==> src/rtl/mio_bridge.sv <==
// rtl/mio_bridge.sv - memory/IO bridge: block RAM, LED/switch GPIO, seven-segment word and cycle counter
// Define MIO_COUNTER_EN to map the free-running counter at 0xF000_0004; otherwise that address is unmapped.

module mio_bridge #(
    parameter int RAM_LAT = 1
) (
    input  logic        clk,
    input  logic        reset,
    input  logic        MemRead,
    input  logic        MemWrite,
    input  logic        CPU_MIO,
    input  logic [31:0] addr,
    input  logic [31:0] data_out,
    output logic [31:0] data_in,
    output logic        MIO_ready,
    output logic [9:0]  ram_addr,
    output logic [31:0] ram_din,
    output logic        ram_we,
    input  logic [31:0] ram_dout,
    input  logic [15:0] sw,
    input  logic [3:0]  btn,
    output logic [15:0] led,
    output logic [31:0] seg_data,
    output logic        bus_err
);

    localparam int WCW = (RAM_LAT > 1) ? $clog2(RAM_LAT) : 1;

    typedef enum logic [1:0] {S_IDLE, S_ACCESS, S_WAIT, S_DONE} state_t;
    typedef enum logic [2:0] {R_RAM, R_SEG, R_GPIO, R_CNT, R_NONE} region_t;

    function automatic region_t decode(input logic [29:0] wa);
        region_t r;
        r = R_NONE;
        if (wa[29:10] == 20'd0)         r = R_RAM;
        else if (wa == 30'h3800_0000)   r = R_SEG;
        else if (wa == 30'h3C00_0000)   r = R_GPIO;
`ifdef MIO_COUNTER_EN
        else if (wa == 30'h3C00_0001)   r = R_CNT;
`endif
        return r;
    endfunction

    state_t         state_q, state_d;
    region_t        region_q, region_d;
    logic           wr_q, wr_d;
    logic [WCW-1:0] wait_q, wait_d;
    logic [31:0]    data_in_q, data_in_d;
    logic           ready_q, ready_d;
    logic [9:0]     ram_addr_q, ram_addr_d;
    logic [31:0]    ram_din_q, ram_din_d;
    logic           ram_we_q, ram_we_d;
    logic [15:0]    led_q, led_d;
    logic [31:0]    seg_q, seg_d;
    logic           err_q, err_d;
`ifdef MIO_COUNTER_EN
    logic [31:0]    cnt_q, cnt_d;
`endif

    region_t req_region;
    logic    unused_addr_bits;

    assign req_region       = decode(addr[31:2]);
    assign unused_addr_bits = ^addr[1:0];

    always_comb begin
        state_d    = state_q;
        region_d   = region_q;
        wr_d       = wr_q;
        wait_d     = wait_q;
        data_in_d  = data_in_q;
        ram_addr_d = ram_addr_q;
        ram_din_d  = ram_din_q;
        ram_we_d   = 1'b0;
        led_d      = led_q;
        seg_d      = seg_q;
        err_d      = err_q;
`ifdef MIO_COUNTER_EN
        cnt_d      = cnt_q + 32'd1;
`endif
        case (state_q)
            S_IDLE: begin
                if (CPU_MIO && (MemRead || MemWrite)) begin
                    region_d   = req_region;
                    wr_d       = MemWrite;
                    ram_addr_d = addr[11:2];
                    ram_din_d  = data_out;
                    ram_we_d   = MemWrite && (req_region == R_RAM);
                    wait_d     = '0;
                    state_d    = S_ACCESS;
                end
            end
            S_ACCESS: begin
                state_d = S_DONE;
                // ram_din_q doubles as the latched store data for every target
                case (region_q)
                    R_RAM:  if (!wr_q) state_d = S_WAIT;
                    R_SEG:  if (wr_q) seg_d = ram_din_q; else data_in_d = seg_q;
                    R_GPIO: if (wr_q) led_d = ram_din_q[15:0]; else data_in_d = {12'd0, btn, sw};
`ifdef MIO_COUNTER_EN
                    R_CNT:  if (wr_q) cnt_d = ram_din_q; else data_in_d = cnt_q;
`endif
                    default: begin
                        err_d = 1'b1;
                        if (!wr_q) data_in_d = 32'd0;
                    end
                endcase
            end
            S_WAIT: begin
                if (wait_q == WCW'(RAM_LAT - 1)) begin
                    data_in_d = ram_dout;
                    state_d   = S_DONE;
                end else begin
                    wait_d = wait_q + WCW'(1);
                end
            end
            S_DONE:  state_d = S_IDLE;
            default: state_d = S_IDLE;
        endcase
        ready_d = (state_d == S_DONE);
    end

    always_ff @(posedge clk) begin
        if (reset) begin
            state_q    <= S_IDLE;
            region_q   <= R_NONE;
            wr_q       <= 1'b0;
            wait_q     <= '0;
            data_in_q  <= 32'd0;
            ready_q    <= 1'b0;
            ram_addr_q <= 10'd0;
            ram_din_q  <= 32'd0;
            ram_we_q   <= 1'b0;
            led_q      <= 16'd0;
            seg_q      <= 32'd0;
            err_q      <= 1'b0;
`ifdef MIO_COUNTER_EN
            cnt_q      <= 32'd0;
`endif
        end else begin
            state_q    <= state_d;
            region_q   <= region_d;
            wr_q       <= wr_d;
            wait_q     <= wait_d;
            data_in_q  <= data_in_d;
            ready_q    <= ready_d;
            ram_addr_q <= ram_addr_d;
            ram_din_q  <= ram_din_d;
            ram_we_q   <= ram_we_d;
            led_q      <= led_d;
            seg_q      <= seg_d;
            err_q      <= err_d;
`ifdef MIO_COUNTER_EN
            cnt_q      <= cnt_d;
`endif
        end
    end

    // Masking with reset keeps a write from landing when reset arrives during ACCESS.
    assign ram_we    = ram_we_q & ~reset;
    assign data_in   = data_in_q;
    assign MIO_ready = ready_q;
    assign ram_addr  = ram_addr_q;
    assign ram_din   = ram_din_q;
    assign led       = led_q;
    assign seg_data  = seg_q;
    assign bus_err   = err_q;

endmodule

==> config.mk <==
export PLATFORM = sky130hd
export DESIGN_NAME = mio_bridge
export DESIGN_NICKNAME = d
export VERILOG_FILES = /design/src/rtl/mio_bridge.sv
export SDC_FILE = /design/constraint.sdc
export NUM_CORES = 1
export LEC_CHECK = 0
export BUFFER_PORTS_ARGS = -buffer_cell sky130_fd_sc_hd__buf_4
export CAP_MARGIN = 15
export CORE_ASPECT_RATIO = 1.5
export CORE_UTILIZATION = 47
export CTS_CLUSTER_SIZE = 20
export DETAILED_ROUTE_END_ITERATION = 10
export HOLD_SLACK_MARGIN = 0.1
export PLACE_DENSITY = 0.88
export SLEW_MARGIN = 15
export SYNTH_ARGS = -nofsm -noshare
export SYNTH_HDL_FRONTEND = slang
export SYNTH_SLANG_ARGS = --single-unit
==> constraint.sdc <==
create_clock -name clk -period 2.1 [get_ports clk]
set_input_delay 0.21 -clock clk [delete_from_list [all_inputs] [get_ports clk]]
set_output_delay 0.21 -clock clk [all_outputs]
set_load 0.1 [all_outputs]
======== After elaboration in Yosys (flattened, before gate mapping) ========
Index checks and enable logic that the tools add are counted.
storage, ports and cells
  register bits after elaboration ......... 132
  input port bits ......................... 121
  word-level logic and storage cells ...... 64
cells by class
  add/sub/neg operators ................... 1
  equality and inequality tests ........... 12
  mux-type cells .......................... 17
  bitwise gates (word level) .............. 5
  reductions and logical operators ........ 17
operators with widths
  cell                                                              number
  32-bit 2-to-1 mux                                                 4
  32-bit case mux with 3 select lines                               1
  32-bit case mux with 2 select lines                               1
  30-bit == test (second input constant)                            2
  20-bit zero test                                                  1
  3-bit 2-to-1 mux                                                  3
  2-bit != test (second input constant)                             4
  2-bit case mux with 4 select lines                                1
  2-bit == test (second input constant)                             3
  3-bit zero test                                                   2
  2-bit AND reduction                                               3
  3-bit AND reduction                                               2
  3-bit OR reduction                                                2
  1-bit 2-to-1 mux                                                  4
  2-bit 2-to-1 mux                                                  2
  1-bit inverter                                                    4
  4-bit AND reduction                                               1
  2-bit nonzero test                                                2
  3-bit by 1-bit == test with 1-bit output (second input constant)  1
  3-bit by 2-bit == test with 1-bit output (second input constant)  1
  2-bit by 1-bit == test with 1-bit output (second input constant)  1
  1-bit logical AND                                                 2
  2-bit zero test                                                   1
  1-bit case mux with 2 select lines                                1
  other kinds (3)                                                   3

======== Depth between registers and ports, before layout ========
  depth in word-level cells ............... 6
  depth in mapped cells ................... 8

======== Worst setup path after synthesis ========
No wires, ideal clock.
  path kind ............................... input port to output port
  start ................................... in reset
  end ..................................... out ram_we
  data arrival time ....................... 1,853 ps
  slack ................................... 37 ps
  stages .................................. 3
  buffers on the path ..................... 2
  cells stage by stage .................... buf_2 -> buf_2 -> nor2b_1
between the ends
  cells in the longest elaborated chain, start to end .. 2
ends and longest elaborated chain
  element            line  RTL
  from (decl)        8     input logic reset,
  1-bit inverter     160   assign ram_we = ram_we_q & ~reset;
  1-bit bitwise AND  160
  to (decl)          18    output logic ram_we,
No other way between the ends.

======== Worst setup path after layout ========
  start ................................... reg state_q[1]
  end ..................................... reg data_in_q[28], in the netlist data_in[28]
between the ends
  cells in the longest elaborated chain, start to end .. 3
ends and longest elaborated chain
  element                                                                           line  RTL
  from (decl)                                                                       44    state_t state_q, state_d;
  from (signal assigned)                                                            141   state_q <= state_d;
  2-bit by 1-bit == test with 1-bit output / 2-bit == test (equally long branches)  81    case (state_q)
  2-bit != test (no source line) / 2-bit nonzero test (equally long branches)       n/a
  4-bit AND reduction (no source line)                                              n/a
  to (signal assigned)                                                              145   data_in_q <= data_in_d;
  to (decl)                                                                         48    logic [31:0] data_in_q, data_in_d;
Parallel ways exist; a longest one is shown, timed or not.
A chain may end at the register's enable or synchronous reset.

==> PnR_summary.wiki <==
{| class="wikitable"
! Metric !! Value
|-
| I/O Pins || 246
|-
| Dominant cell by count in the synthesized netlist || nand2_1
|-
| Full die area || 11670 um2
|-
| Number of global-route vias before repair || 5627
|-
| Highest ir drop seen on vdd || between 800 and 900 uV
|-
| Final layout net count || around 1100
|-
| Setup repair after global routing missed its margin || no
|-
| Vert. Die Dim || 131.8 um
|-
| Top layer used by detailed routing || met4
|-
| Combined global-route utilization of all metal layers || a little under a third
|-
| Start point of the critical path || state_q[1]
|-
| M1 wire length || 6864 um
|-
| Kind of end point of the critical path || flip-flop
|-
| Xor-xnor portion of the synthesized cell area || 0%
|-
| Critical Path Start Type || flip-flop
|-
| Unique cell type count in the Yosys netlist || 34
|-
| Compound-gate portion of the synthesized area || 17.83%
|-
| Number of synthesized flops with an enable pin || 0
|-
| First-pass detailed-route iteration total || 5
|-
| Area overhead of the layout relative to synthesis || 58.16%
|-
| Maximum clock path buffer count || 2
|-
| Count of maximum capacitance violations || 0
|-
| Type of the most critical hold path || primary input to flip-flop
|-
| Latest clock arrival within the worst-skew pair || just over 0.4 ns
|-
| Leading cell types by count after synthesis || nand2_1 (215), dfxtp_1 (131), a21oi_1 (113), clkbuf_1 (29), nand3_1 (22)
|-
| Dominant combinational cell family by area after synthesis || simple AND/OR/NAND/NOR gates
|-
| Flop and latch count out of synthesis || 131
|-
| Clock period minus worst slack || 1.771 ns
|-
| Effective utilization at floorplan || between 40% and 50%
|-
| Routed wirelength normalized by instance count || 16.61 um
|-
| Leak Pwr || 3.444 nW
|-
| Layout cell share with drive strength beyond 1 || 30.63%
|-
| Number of design rule violations left after detail routing || 0
|-
| HPWL after DPL || 11250 um
|-
| Post-synthesis async set-or-reset flop share || 0%
|-
| Type of the setup path with the least slack || flip-flop to flip-flop
|-
| Count of endpoints failing hold in the final timing report || 0
|-
| Syn Nets || 784
|-
| Placement Setup Slack || 0.3649 ns
|-
| Worst Min Path Start || MemWrite
|-
| Cell Pwr Density || 1248 nW/um2
|-
| Max Transition Viols Final || 0
|-
| Worst-Margin Slew || 0.7165 ns
|-
| Pin count of the biggest net entering global routing || 66
|-
| DRT Wirelength || 18240 um
|-
| Die Span X || 88.52 um
|-
| Worst reg2reg path startpoint || state_q[1]
|-
| Fin worst setup slack || 0.3291 ns
|-
| Sequential fraction of the synthesis area || 49.69%
|-
| Wire length on met3 || 1032 um
|-
| CTS sink count || 131
|-
| Total number of yosys warnings || 0
|-
| Cell types with the largest area share after synthesis || dfxtp_1 (50%), nand2_1 (15%), a21oi_1 (11%)
|-
| Root buf cell || clkbuf_16
|-
| Final weighted congestion in routability-driven placement || 0.8549
|-
| Violation count after the first detailed-route iteration || 344
|-
| Cell count after placement || 1011
|-
| Synth Area in Simple Gates || around a quarter
|-
| Global-route wire length before repair || 27790 um
|-
| Post-cts repair resize count || 0
|-
| Cell type contributing the most total cell area after synthesis || dfxtp_1
|-
| Top cell type's share of synthesized area || 49.69%
|-
| Post-synthesis share of cell area spent on full adders, half adders and majority gates || 0.9483%
|-
| Post-synthesis instance area || 5278 um2
|-
| Flop-to-flop setup slack || 0.33 ns
|-
| Htree depth || 4
|-
| TritonCTS clock tree || built
|-
| CP Max Fanout || 44
|-
| Setup clock skew after layout || ~0.0067 ns
|-
| Rel. slew slack || 52.02%
|-
| Commonest register cell after synthesis || dfxtp_1
|-
| Sum Neg Setup Slack || 0 ns
|-
| Run status || complete, no violations
|-
| Data required time at the worst endpoint || between 2 and 2.5 ns
|-
| Core Box Area || between 10000 and 15000 um2
|-
| Min Hold Slack || 0.1229 ns
|-
| Clock-pin slew of the registers on the worst-case setup and hold paths || 0.06 ns
|-
| Post-Synthesis Cells || 659
|-
| CP arrival || between 2 and 2.5 ns
|-
| Standard-cell rows || 47
|-
| Grt total ovfl || 0
|-
| Ratio of routed vias to standard cells || 5.350
|-
| Length of routed met2 wiring || 9069 um
|-
| Count of antenna-violating nets left after detailed routing || 0
|-
| Share of the clock period used by the worst path after layout || between 80 and 90%
|-
| Cell Count, Final, Fillers Out || about 1100
|-
| Overall via count from detail_route || 5874
|-
| Number of port buffers || 243
|-
| Initial antenna violation count || 1
|-
| Total clock buffers created by CTS || 17
|-
| Max Clk Rate || ~0.56 GHz
|-
| Post-synthesis average cell area || 8.008 um2
|-
| Count of endpoints failing setup in the final report || 0
|-
| Multiplexer area fraction after synthesis || 0%
|}
==> worst max-delay path, stage by stage, from the launching register on <==
cell and delay [ns]:
dfxtp_1 0.31, inv_1 0.10, ha_1 0.30, nor2b_1 0.20
a21o_1 0.18, buf_12 0.22, nor2_1 0.08, a311oi_1 0.27
==> cell type report <==
class	instances	area, um2
well taps	147	183.9
repair buffers	313	2525
inverters	4	15.01
diodes	1	2.502
clock inverters	9	128.9
multi-input cells	471	2395
flip-flops and latches	131	2623
fillers	775	2650
clock buffers	22	474.2
==> path summary, 6_finish.rpt <==
check	cells past startpoint	endpoint
setup / recovery	7	data_in[28]
hold / removal	3	wr_q
setup reg to reg	7	data_in[28]
hold reg to reg	2	data_in[11]
==> timing repair <==
item	4_1_cts	5_1_grt
hold buffers	55	0
setup buffers	0	0
endpoints found under the hold margin	56	0
==> layout by cell type, fill, tap and decap left out, types with 3 or more instances in the layout <==
master / Yosys / layout
a21oi_1: 113 / 113
a221o_1: 21 / 21
a311oi_1: 12 / 12
buf_12: 0 / 3
buf_4: 2 / 255
bufinv_16: 0 / 3
clkbuf_16: 0 / 17
clkbuf_8: 0 / 3
clkinv_2: 0 / 3
dfxtp_1: 131 / 131
dlygate4sd3_1: 0 / 55
ha_1: 4 / 3
inv_1: 4 / 4
nand2_1: 215 / 215
nand2b_1: 21 / 21
nand3_1: 22 / 22
nand3b_1: 14 / 14
nor2_1: 18 / 18
nor2b_1: 4 / 4
nor4_1: 3 / 3
or4_1: 3 / 3
==> state kept, by name, indices dropped and copies added (netlist names) <==
signal,cells
data_in,32
ram_din,32
seg_data,32
led,16
ram_addr,10
region_q,3
state_q,2
MIO_ready,1
bus_err,1
ram_we_q,1
wr_q,1
==> layer usage <==
metal | vias up | track usage, %
met5 | - | 0
met4 | 0 | 23.12
met3 | 95 | 8.453
met2 | 302 | 49.40
met1 | 2679 | 34.90
li1 | 2798 | -
==> report_power, final <==
| part | switching, W | internal [W] | total (W) |
|---|---|---|---|
| registers | 0.000212 | 0.00279 | 0.00300 |
| clock network | 0.00107 | 0.00195 | 0.00302 |
| logic | 0.00322 | 0.00118 | 0.00439 |
==> metrics by stage <==
step / instance area (um2) / utilization [%] / total power [W]
after floorplan: 5278 / - / 0.006346
after global placement: 7191 / 65.39 / 0.007242
after detailed placement: 7191 / 65.39 / 0.007290
after CTS: 8344 / 75.88 / 0.01038
after global routing: 8347 / 75.90 / 0.01081
final: 8347 / 75.90 / 0.01042
==> logic make-up after synthesis <==
kind of cell	count (synthesis)
and+or+nand+nor	313
AOI/OAI and AO/OA	154
DFF	131
buffers and inverters	57
adders and majority gates	4
Power figures use the tool's default switching activity.
